**config.mk**
```make
export PLATFORM = sky130hd
export DESIGN_NAME = mem_arbiter
export DESIGN_NICKNAME = d
export VERILOG_FILES = /design/src/rtl/mem_arbiter.sv
export SDC_FILE = /design/constraint.sdc
export NUM_CORES = 1
export LEC_CHECK = 0
export CAP_MARGIN = 10
export CORE_AREA = 10 10 203 205
export DETAILED_ROUTE_END_ITERATION = 8
export DIE_AREA = 0 0 213 215
export SLEW_MARGIN = 20
export SYNTH_ARGS = -nofsm -noshare
export SYNTH_HDL_FRONTEND = slang
export SYNTH_SLANG_ARGS = --single-unit
```
**constraint.sdc**
```tcl
create_clock -name clock -period 6.5 [get_ports clock]
set_input_delay 0.975 -clock clock [delete_from_list [all_inputs] [get_ports clock]]
set_output_delay 0.975 -clock clock [all_outputs]
set_load 0.005 [all_outputs]
```
**src/rtl/mem_arbiter.sv**
```systemverilog
// mem_arbiter: shares one memory port between the icache and dcache
// controllers, tracks which side owns each outstanding load tag, and routes
// returning data back to that owner. A starvation counter lets the icache
// win after MAX_WAIT consecutive lost arbitration cycles.
package mem_arbiter_pkg;
    typedef enum logic [1:0] {
        BUS_NONE  = 2'h0,
        BUS_LOAD  = 2'h1,
        BUS_STORE = 2'h2
    } BUS_COMMAND;
endpackage

module mem_arbiter
    import mem_arbiter_pkg::*;
#(
    parameter int MAX_WAIT = 4,
    parameter int NUM_TAGS = 16
) (
    input  logic        clock,
    input  logic        reset,
    input  BUS_COMMAND  Icache_command,
    input  logic [63:0] Icache_addr,
    input  BUS_COMMAND  Dcache_command,
    input  logic [63:0] Dcache_addr,
    input  logic [63:0] Dcache_data,
    input  logic [3:0]  mem2proc_response,
    input  logic [63:0] mem2proc_data,
    input  logic [3:0]  mem2proc_tag,
    output BUS_COMMAND  proc2mem_command,
    output logic [63:0] proc2mem_addr,
    output logic [63:0] proc2mem_data,
    output logic [3:0]  Imem_response,
    output logic [3:0]  Imem_tag,
    output logic [63:0] Imem_data,
    output logic [3:0]  Dmem_response,
    output logic [3:0]  Dmem_tag,
    output logic [63:0] Dmem_data,
    output logic [4:0]  outstanding_count,
    output logic        tag_error
);

    localparam logic [2:0] WAIT_MAX = 3'(MAX_WAIT);

    // Tag table: valid marks an outstanding load, owner says who gets it back
    // (0 = icache, 1 = dcache).
    logic [NUM_TAGS-1:0] valid_q, valid_d;
    logic [NUM_TAGS-1:0] owner_q, owner_d;
    logic [2:0]          wait_cnt_q, wait_cnt_d;
    logic                tag_error_q, tag_error_d;
    logic [4:0]          count_q, count_d;

    logic       icache_req, dcache_req;
    logic       icache_wins, dcache_wins;
    logic       load_accept;
    logic       tag_nz, ret_hit, ret_owner;
    BUS_COMMAND win_cmd;

    // Saturating increment of the starvation counter.
    function automatic logic [2:0] sat_inc(input logic [2:0] v);
        return (v == WAIT_MAX) ? v : v + 3'd1;
    endfunction

    // Number of set bits in the valid vector.
    function automatic logic [4:0] popcount(input logic [NUM_TAGS-1:0] v);
        logic [4:0] c;
        c = '0;
        for (int i = 0; i < NUM_TAGS; i++) begin
            c = c + {4'b0, v[i]};
        end
        return c;
    endfunction

    // Arbitration: dcache has priority unless the icache has starved long enough.
    always_comb begin
        icache_req  = (Icache_command != BUS_NONE);
        dcache_req  = (Dcache_command != BUS_NONE);
        icache_wins = icache_req && (!dcache_req || (wait_cnt_q == WAIT_MAX));
        dcache_wins = dcache_req && !icache_wins;
        win_cmd     = BUS_NONE;
        if (icache_wins) begin
            win_cmd = Icache_command;
        end else if (dcache_wins) begin
            win_cmd = Dcache_command;
        end
        load_accept = !reset && (win_cmd == BUS_LOAD) && (mem2proc_response != 4'd0);
    end

    // Forward the winner's request to memory and its accept tag back to it only.
    always_comb begin
        proc2mem_command = BUS_NONE;
        proc2mem_addr    = '0;
        proc2mem_data    = '0;
        Imem_response    = '0;
        Dmem_response    = '0;
        if (!reset) begin
            proc2mem_command = win_cmd;
            if (icache_wins) begin
                proc2mem_addr = Icache_addr;
                Imem_response = mem2proc_response;
            end else if (dcache_wins) begin
                proc2mem_addr = Dcache_addr;
                proc2mem_data = Dcache_data;
                Dmem_response = mem2proc_response;
            end
        end
    end

    // Route a returning load to the side that owns its tag; unknown tags go nowhere.
    always_comb begin
        tag_nz    = (mem2proc_tag != 4'd0);
        ret_hit   = tag_nz && valid_q[mem2proc_tag];
        ret_owner = owner_q[mem2proc_tag];
        Imem_tag  = '0;
        Imem_data = '0;
        Dmem_tag  = '0;
        Dmem_data = '0;
        if (!reset && ret_hit) begin
            if (ret_owner) begin
                Dmem_tag  = mem2proc_tag;
                Dmem_data = mem2proc_data;
            end else begin
                Imem_tag  = mem2proc_tag;
                Imem_data = mem2proc_data;
            end
        end
        outstanding_count = reset ? 5'd0 : count_q;
        tag_error         = tag_error_q;
    end

    // Next state: retire first, then allocate so a same-tag allocation wins.
    always_comb begin
        valid_d = valid_q;
        owner_d = owner_q;
        if (ret_hit) begin
            valid_d[mem2proc_tag] = 1'b0;
        end
        if (load_accept) begin
            valid_d[mem2proc_response] = 1'b1;
            owner_d[mem2proc_response] = dcache_wins;
        end
        wait_cnt_d = wait_cnt_q;
        if (!icache_req) begin
            wait_cnt_d = 3'd0;
        end else if (icache_wins) begin
            if (mem2proc_response != 4'd0) begin
                wait_cnt_d = 3'd0;
            end
        end else begin
            wait_cnt_d = sat_inc(wait_cnt_q);
        end
        tag_error_d = tag_error_q | (tag_nz && !valid_q[mem2proc_tag]);
        count_d     = popcount(valid_d);
    end

    // Control state registers with synchronous reset.
    always_ff @(posedge clock) begin
        if (reset) begin
            valid_q     <= '0;
            wait_cnt_q  <= 3'd0;
            tag_error_q <= 1'b0;
            count_q     <= 5'd0;
        end else begin
            valid_q     <= valid_d;
            wait_cnt_q  <= wait_cnt_d;
            tag_error_q <= tag_error_d;
            count_q     <= count_d;
        end
    end

    // Owner bits only matter while valid is set, so they carry no reset.
    always_ff @(posedge clock) begin
        owner_q <= owner_d;
    end

endmodule

```
; ---- Word level (Yosys, flattened, before mapping)
; Index checks and enable logic that the tools add are counted.
[totals]
word_cells = 91
out_inout_bits = 280
reg_bits = 41
[classes]
magnitude_cmp = 4
n_reduce_logical = 20
n_addsub = 16
bitwise = 5
n_mux = 37
n_eq_ne = 4
[op_table]
columns = cell, count
row1 = $mux 64, 10
row2 = $add 5x1->5, 11
row3 = $mux 4, 9
row4 = $mux 16, 2
row5 = $and 16x16->16, 1
row6 = $bwmux 16, 1
row7 = $not 16->16, 1
row8 = $or 16x16->16, 1
row9 = $lt 4x5->1 const B, 2
row10 = $logic_and 1x1->1, 9
row11 = $mux 3, 3
row12 = $bmux 1 s4, 2
row13 = $demux 1 s4, 2
row14 = $ge 4x1->1 const B, 2
row15 = $reduce_bool 4->1, 2
row16 = $mux 2, 3
row17 = $add 4x1->5, 1
row18 = $mux 5, 1
row19 = $add 3x1->4, 1
row20 = $logic_not 1->1, 4
row21 = $mux 1, 4
row22 = $reduce_bool 2->1, 2
row23 = $add 2x1->3, 1
row24 = $add 3x1->3 const B, 1
row25 = other kinds (10), 10

; ---- Depth between registers and ports, before layout
[depth]
ltp_word = 27
mapped_depth = 19
ltp_nobuf = 18

; ---- Worst setup path after synthesis
; Ideal clock, no wire load.
[synth_timing]
path_type = input-to-reg
from = input port Dcache_command[0]
to = register count_q[4]
cell_stages = 16
slack_ns = 1.464
t_arrival_ns = 4.956
path_cell_list = a21bo_2 -> a21oi_1 -> o2111ai_1 -> clkbuf_1 -> o21a_1 -> fa_1 -> fa_1 -> fa_1 -> inv_1 -> fa_1 -> ha_1 -> inv_1 -> fa_1 -> inv_1 -> a21oi_1 -> nor3b_1
[synth_via]
elab_chain_len = 27
[synth_rtl]
columns = element, line
row1 = from (decl), 23  ; input BUS_COMMAND Dcache_command,
row2 = $reduce_bool 2->1, 76  ; dcache_req = (Dcache_command != BUS_NONE);
row3 = $logic_not 1->1, 77  ; icache_wins = icache_req && (!dcache_req || (wait_cnt_q == WAIT_MAX));
row4 = $logic_or 1x1->1, 77
row5 = $logic_and 1x1->1, 77
row6 = $logic_not 1->1, 78  ; dcache_wins = dcache_req && !icache_wins;
row7 = $logic_and 1x1->1, 78
row8 = $mux 2, 82  ; end else if (dcache_wins) begin
row9 = $mux 2 *, 80  ; if (icache_wins) begin
row10 = $eq 2x1->1 *, 85  ; load_accept = !reset && (win_cmd == BUS_LOAD) && (mem2proc_response != 4'd0);
row11 = $logic_and 1x1->1 * (2 in a row), 85
row12 = $mux 16 *, 137  ; if (load_accept) begin
row13 = $add 1x1->2, 68  ; c = c + {4'b0, v[i]};
row14 = $add 2x1->3, 68
row15 = $add 3x1->4, 68
row16 = $add 4x1->5, 68
row17 = $add 5x1->5 (10 in a row), 68
row18 = $add 5x1->5 *, 68
row19 = to (signal assigned), 166  ; count_q <= count_d;
row20 = to (decl), 50  ; logic [4:0] count_q, count_d;
; Every way passes the cells marked *; elsewhere a longest branch is shown, timed or not.
; A chain may end at the register's enable or synchronous reset.

; ---- Worst setup path in the final report
[layout_timing]
from = input port Dcache_command[0]
to = register count_q[4]
[layout_via]
elab_cells_between_ends = 27
classes_between = add/sub: 15 / eq/ne: 1 / mux: 3 / reduce/logical: 8
[layout_rtl]
columns = element, line
row1 = $reduce_bool 2->1, 76
row2 = $logic_not 1->1, 77
row3 = $logic_or 1x1->1, 77
row4 = $logic_and 1x1->1, 77
row5 = $logic_not 1->1, 78
row6 = $logic_and 1x1->1, 78
row7 = $mux 2, 82
row8 = $mux 2 *, 80
row9 = $eq 2x1->1 *, 85
row10 = $logic_and 1x1->1 * (2 in a row), 85
row11 = $mux 16 *, 137
row12 = named net valid_d[7], 46  ; logic [NUM_TAGS-1:0] valid_q, valid_d;
row13 = $add 5x1->5 * (9 in a row), 68
; Mark *: on every way through the listed nets, which the timed path passes. The rest lies on a longest branch.

==> results by group <==
Outcome
  – Status: completed

Flow run
  – Max Cap Viol: 0

Worst setup path
  – Crit start category: input pin
  – CP peak stage delay: 0.54 ns
  – Crit path max-delay family: adder cells
  – Buf+Inv Stages, Crit Path: 5
  – CP Cell Sequence: clkdlybuf4s50_1 -> a21bo_2 -> a21oi_1 -> o2111ai_1 -> o21ai_0 -> fa_1 -> inv_1 -> fa_1 -> fa_1 -> inv_1 -> fa_1 -> ha_1 -> inv_1 -> fa_1 -> inv_1 -> a21oi_1 -> nor3b_1
  – Cells on worst reg2reg path: 19
  – Critical path peak fanout: 8
  – Stages on worst setup path: 17
  – Critical path launch point: Dcache_command[0]
  – Critical Path AT: 5.91 ns
  – Most used cell, CP: fa_1
  – Worst r2r src: wait_cnt_q[0]
  – Crit-path slowest cell: clkdlybuf4s50_1
  – WS Path Type: in2reg
  – Crit. End Element: flip-flop
  – Worst EP required: 6.71 ns

Clocking
  – Longest Clk Path Bufs: 2
  – Clock Sinks: 41
  – Worst-path clk slew: roughly 0.06 ns
  – Root Driver: clkbuf_16
  – Setup bufs post-CTS: 0
  – CTS tree: built
  – Clock insertion delay at the later pin of the skew report: 0.29 ns
  – CTS Hold Bufs: 0
  – H-tree depth: 2
  – Inserted Clock Buffers: 5
  – Gates resized, CTS repair: 0

Yosys
  – Yosys reg bits: 41
  – Top_reg_cell synth: dfxtp_1
  – Synthesized area: between 4000 and 5000 um2
  – Number of flops mapped to enable cells by yosys: 16
  – Yosys top cell by area: nor3_1
  – Synth Instances: 644
  – Sequential area share after synthesis: 20.5%
  – Synth top area cells: nor3_1, a22o_1, dfxtp_1, edfxtp_1, and3_1
  – Mean Syn Cell Area: around 7.4 um2
  – Unique cell type count in the Yosys netlist: 49
  – Asr flop ratio synth: 0%
  – Ys Warns: 0
  – Synth Net Count: slightly above 900
  – Synth top area share: 14.9%

Final layout
  – Most frequent cells in the layout: clkdlybuf4s50_1, nor3_1, nand2_1, and3_1, a22o_1
  – Commonest non-fill, non-tap cell in the layout: clkdlybuf4s50_1
  – Flip-flop and latch area: about 1000 um2
  – Post-Layout Cell Count: 1626
  – Fillers: 4015
  – Nets: approximately 1.4k
  – Layout cells sized above 1: between 4 and 5%
  – P&R area growth vs syn: 127%
  – Utilization after layout: 29.1%
  – Area of the multi-input gates: 3290 um2

Global route
  – Initial antenna violation count: 11
  – Largest net degree at the start of global routing: 85
  – Remaining Overflow, GRT: 0
  – First-pass GRT wire length: 54600 um
  – Vias in the first global route: approximately 7.2k
  – Tot GR Track Use: between 15 and 20%

Power
  – Clock power frac: 29.2%
  – Pwr dens: 103 nW/um2
  – Net Sw Power: 0.331 mW
  – Comb pwr share: between 40% and 50%
  – Switching Fraction: just under 30%
  – Peak supply drop: 0.0000961 V
  – Seq pwr share: ~24%
  – Leakage power: 3.90 nW
  – P_int: approximately 0.8 mW

Timing
  – Worst Clk Skew: 0.00379 ns
  – Setup TNS: 0 ns
  – Final Cycle Share: 87.8%
  – Worst slew margin: 45.3%
  – Fmax achieved: around 180 MHz
  – Final setup violation count: 0
  – Worst-Margin Slew: roughly 0.82 ns
  – Final Max Tran Viols: 0
  – Minimum clock period: 5.70 ns
  – Worst setup margin: 0.796 ns
  – Final Hold Fails: 0
  – Unrepaired setup endpoints after global routing: no

Floorplan
  – Chip Width: 213 um
  – Row count: 71
  – Die area: roughly 46000 um2
  – I/O pin cnt: 550
  – Die height: 215 um
  – Initial core utilization: approximately 13%
  – Core box area: 37200 um2

Worst hold path
  – Hold Crit Class: reg2reg
  – Worst min-delay path startpoint: tag_error
  – Hold depth: 1

Place
  – Hpwl dp: around 35000 um
  – RePlAce Congestion: 0.905
  – PortBufs: between 500 and 600
  – Dpl cells: 1609
  – Place WS: 0.542 ns

Route
  – Vias: a little over 7k
  – DRT Pass-1 Iters: 6
  – Routed WL: 40600 um
  – Wire per inst: 25.0 um
  – DRT iter0 DRCs: 576
  – Avg Vias per Cell: approximately 4.4
  – DRC Markers: 0
  – Detail Route Antenna Nets: 0
-- cell type report --
type / count / share of cell area, %
diodes: 9 / 0.208
clock inverters: 3 / 0.634
multi-input cells: 506 / 30.4
inverters: 16 / 0.554
clock buffers: 5 / 1.15
flip-flops and latches: 41 / 9.04
well taps: 474 / 5.47
repair buffers: 572 / 52.6
-- worst paths after layout --
| kind | slack, ns | end |
|---|---|---|
| worst max-delay path | 0.80 | count_q[4] |
| worst min-delay path | 0.49 | tag_error |
| worst max register to register | 1.28 | count_q[4] |
| worst min register to register | 0.49 | tag_error |
-- power groups by stage --
stage | sequential [mW] | combinational [mW] | clock (mW)
after global placement | 0.279 | 0.524 | 0
after floorplan | 0.278 | 0.174 | 0
after global routing | 0.274 | 0.560 | 0.344
after CTS | 0.273 | 0.529 | 0.334
final | 0.273 | 0.521 | 0.327
after detailed placement | 0.279 | 0.525 | 0
-- cell usage after synthesis, types with 4 or more instances --
| master | count |
|---|---|
| nand2b_1 | 7 |
| nand2_1 | 78 |
| ha_1 | 7 |
| nor2_1 | 20 |
| inv_1 | 16 |
| o22ai_1 | 12 |
| and2_1 | 6 |
| mux4_2 | 5 |
| or2_2 | 5 |
| fa_1 | 10 |
| buf_6 | 19 |
| edfxtp_1 | 16 |
| nor2b_1 | 10 |
| a22o_1 | 65 |
| dfxtp_1 | 25 |
| clkbuf_1 | 43 |
| nor3_1 | 142 |
| buf_1 | 4 |
| and3_1 | 69 |
| o21ai_0 | 21 |
| buf_2 | 11 |
| o21a_1 | 8 |
| a21oi_1 | 4 |
| nand3_1 | 4 |
-- per-layer routing --
layer	track usage [%]	vias to the layer above	part of all wire (%)
met2	26.6	451	47
met5	0	-	0.032
met1	18.2	3310	38
met3	8.37	37	13
met4	5.40	2	1.9
li1	-	3378	-
-- logic make-up after synthesis --
family                   count (synthesis)  synth area share (%)
AO/OA/AOI/OAI                          130                  20.8
XOR/XNOR                                 2                 0.366
adder cells (fa/ha/maj)                 17                  6.02
buffers and inverters                   97                  11.1
flip-flops                              41                  20.5
multiplexers                             8                  4.00
other                                    1                0.0784
AND/OR/NAND/NOR                        348                  37.1
-- through the flow --
| step | hold WS [ns] | area (um2) | power (mW) |
|---|---|---|---|
| floorplan | 0.439 | 4780 | 0.452 |
| global placement | 0.471 | 10600 | 0.803 |
| detailed placement | 0.475 | 10600 | 0.804 |
| CTS | 0.493 | 10800 | 1.14 |
| global route | 0.513 | 10800 | 1.18 |
| finish | 0.486 | 10800 | 1.12 |
-- sequential cells by signal (all words and copies together) (netlist names) --
| name | cells |
|---|---|
| count_q | 5 |
| owner_q | 16 |
| tag_error | 1 |
| valid_q | 16 |
| wait_cnt_q | 3 |
Power figures use the tool's default switching activity.
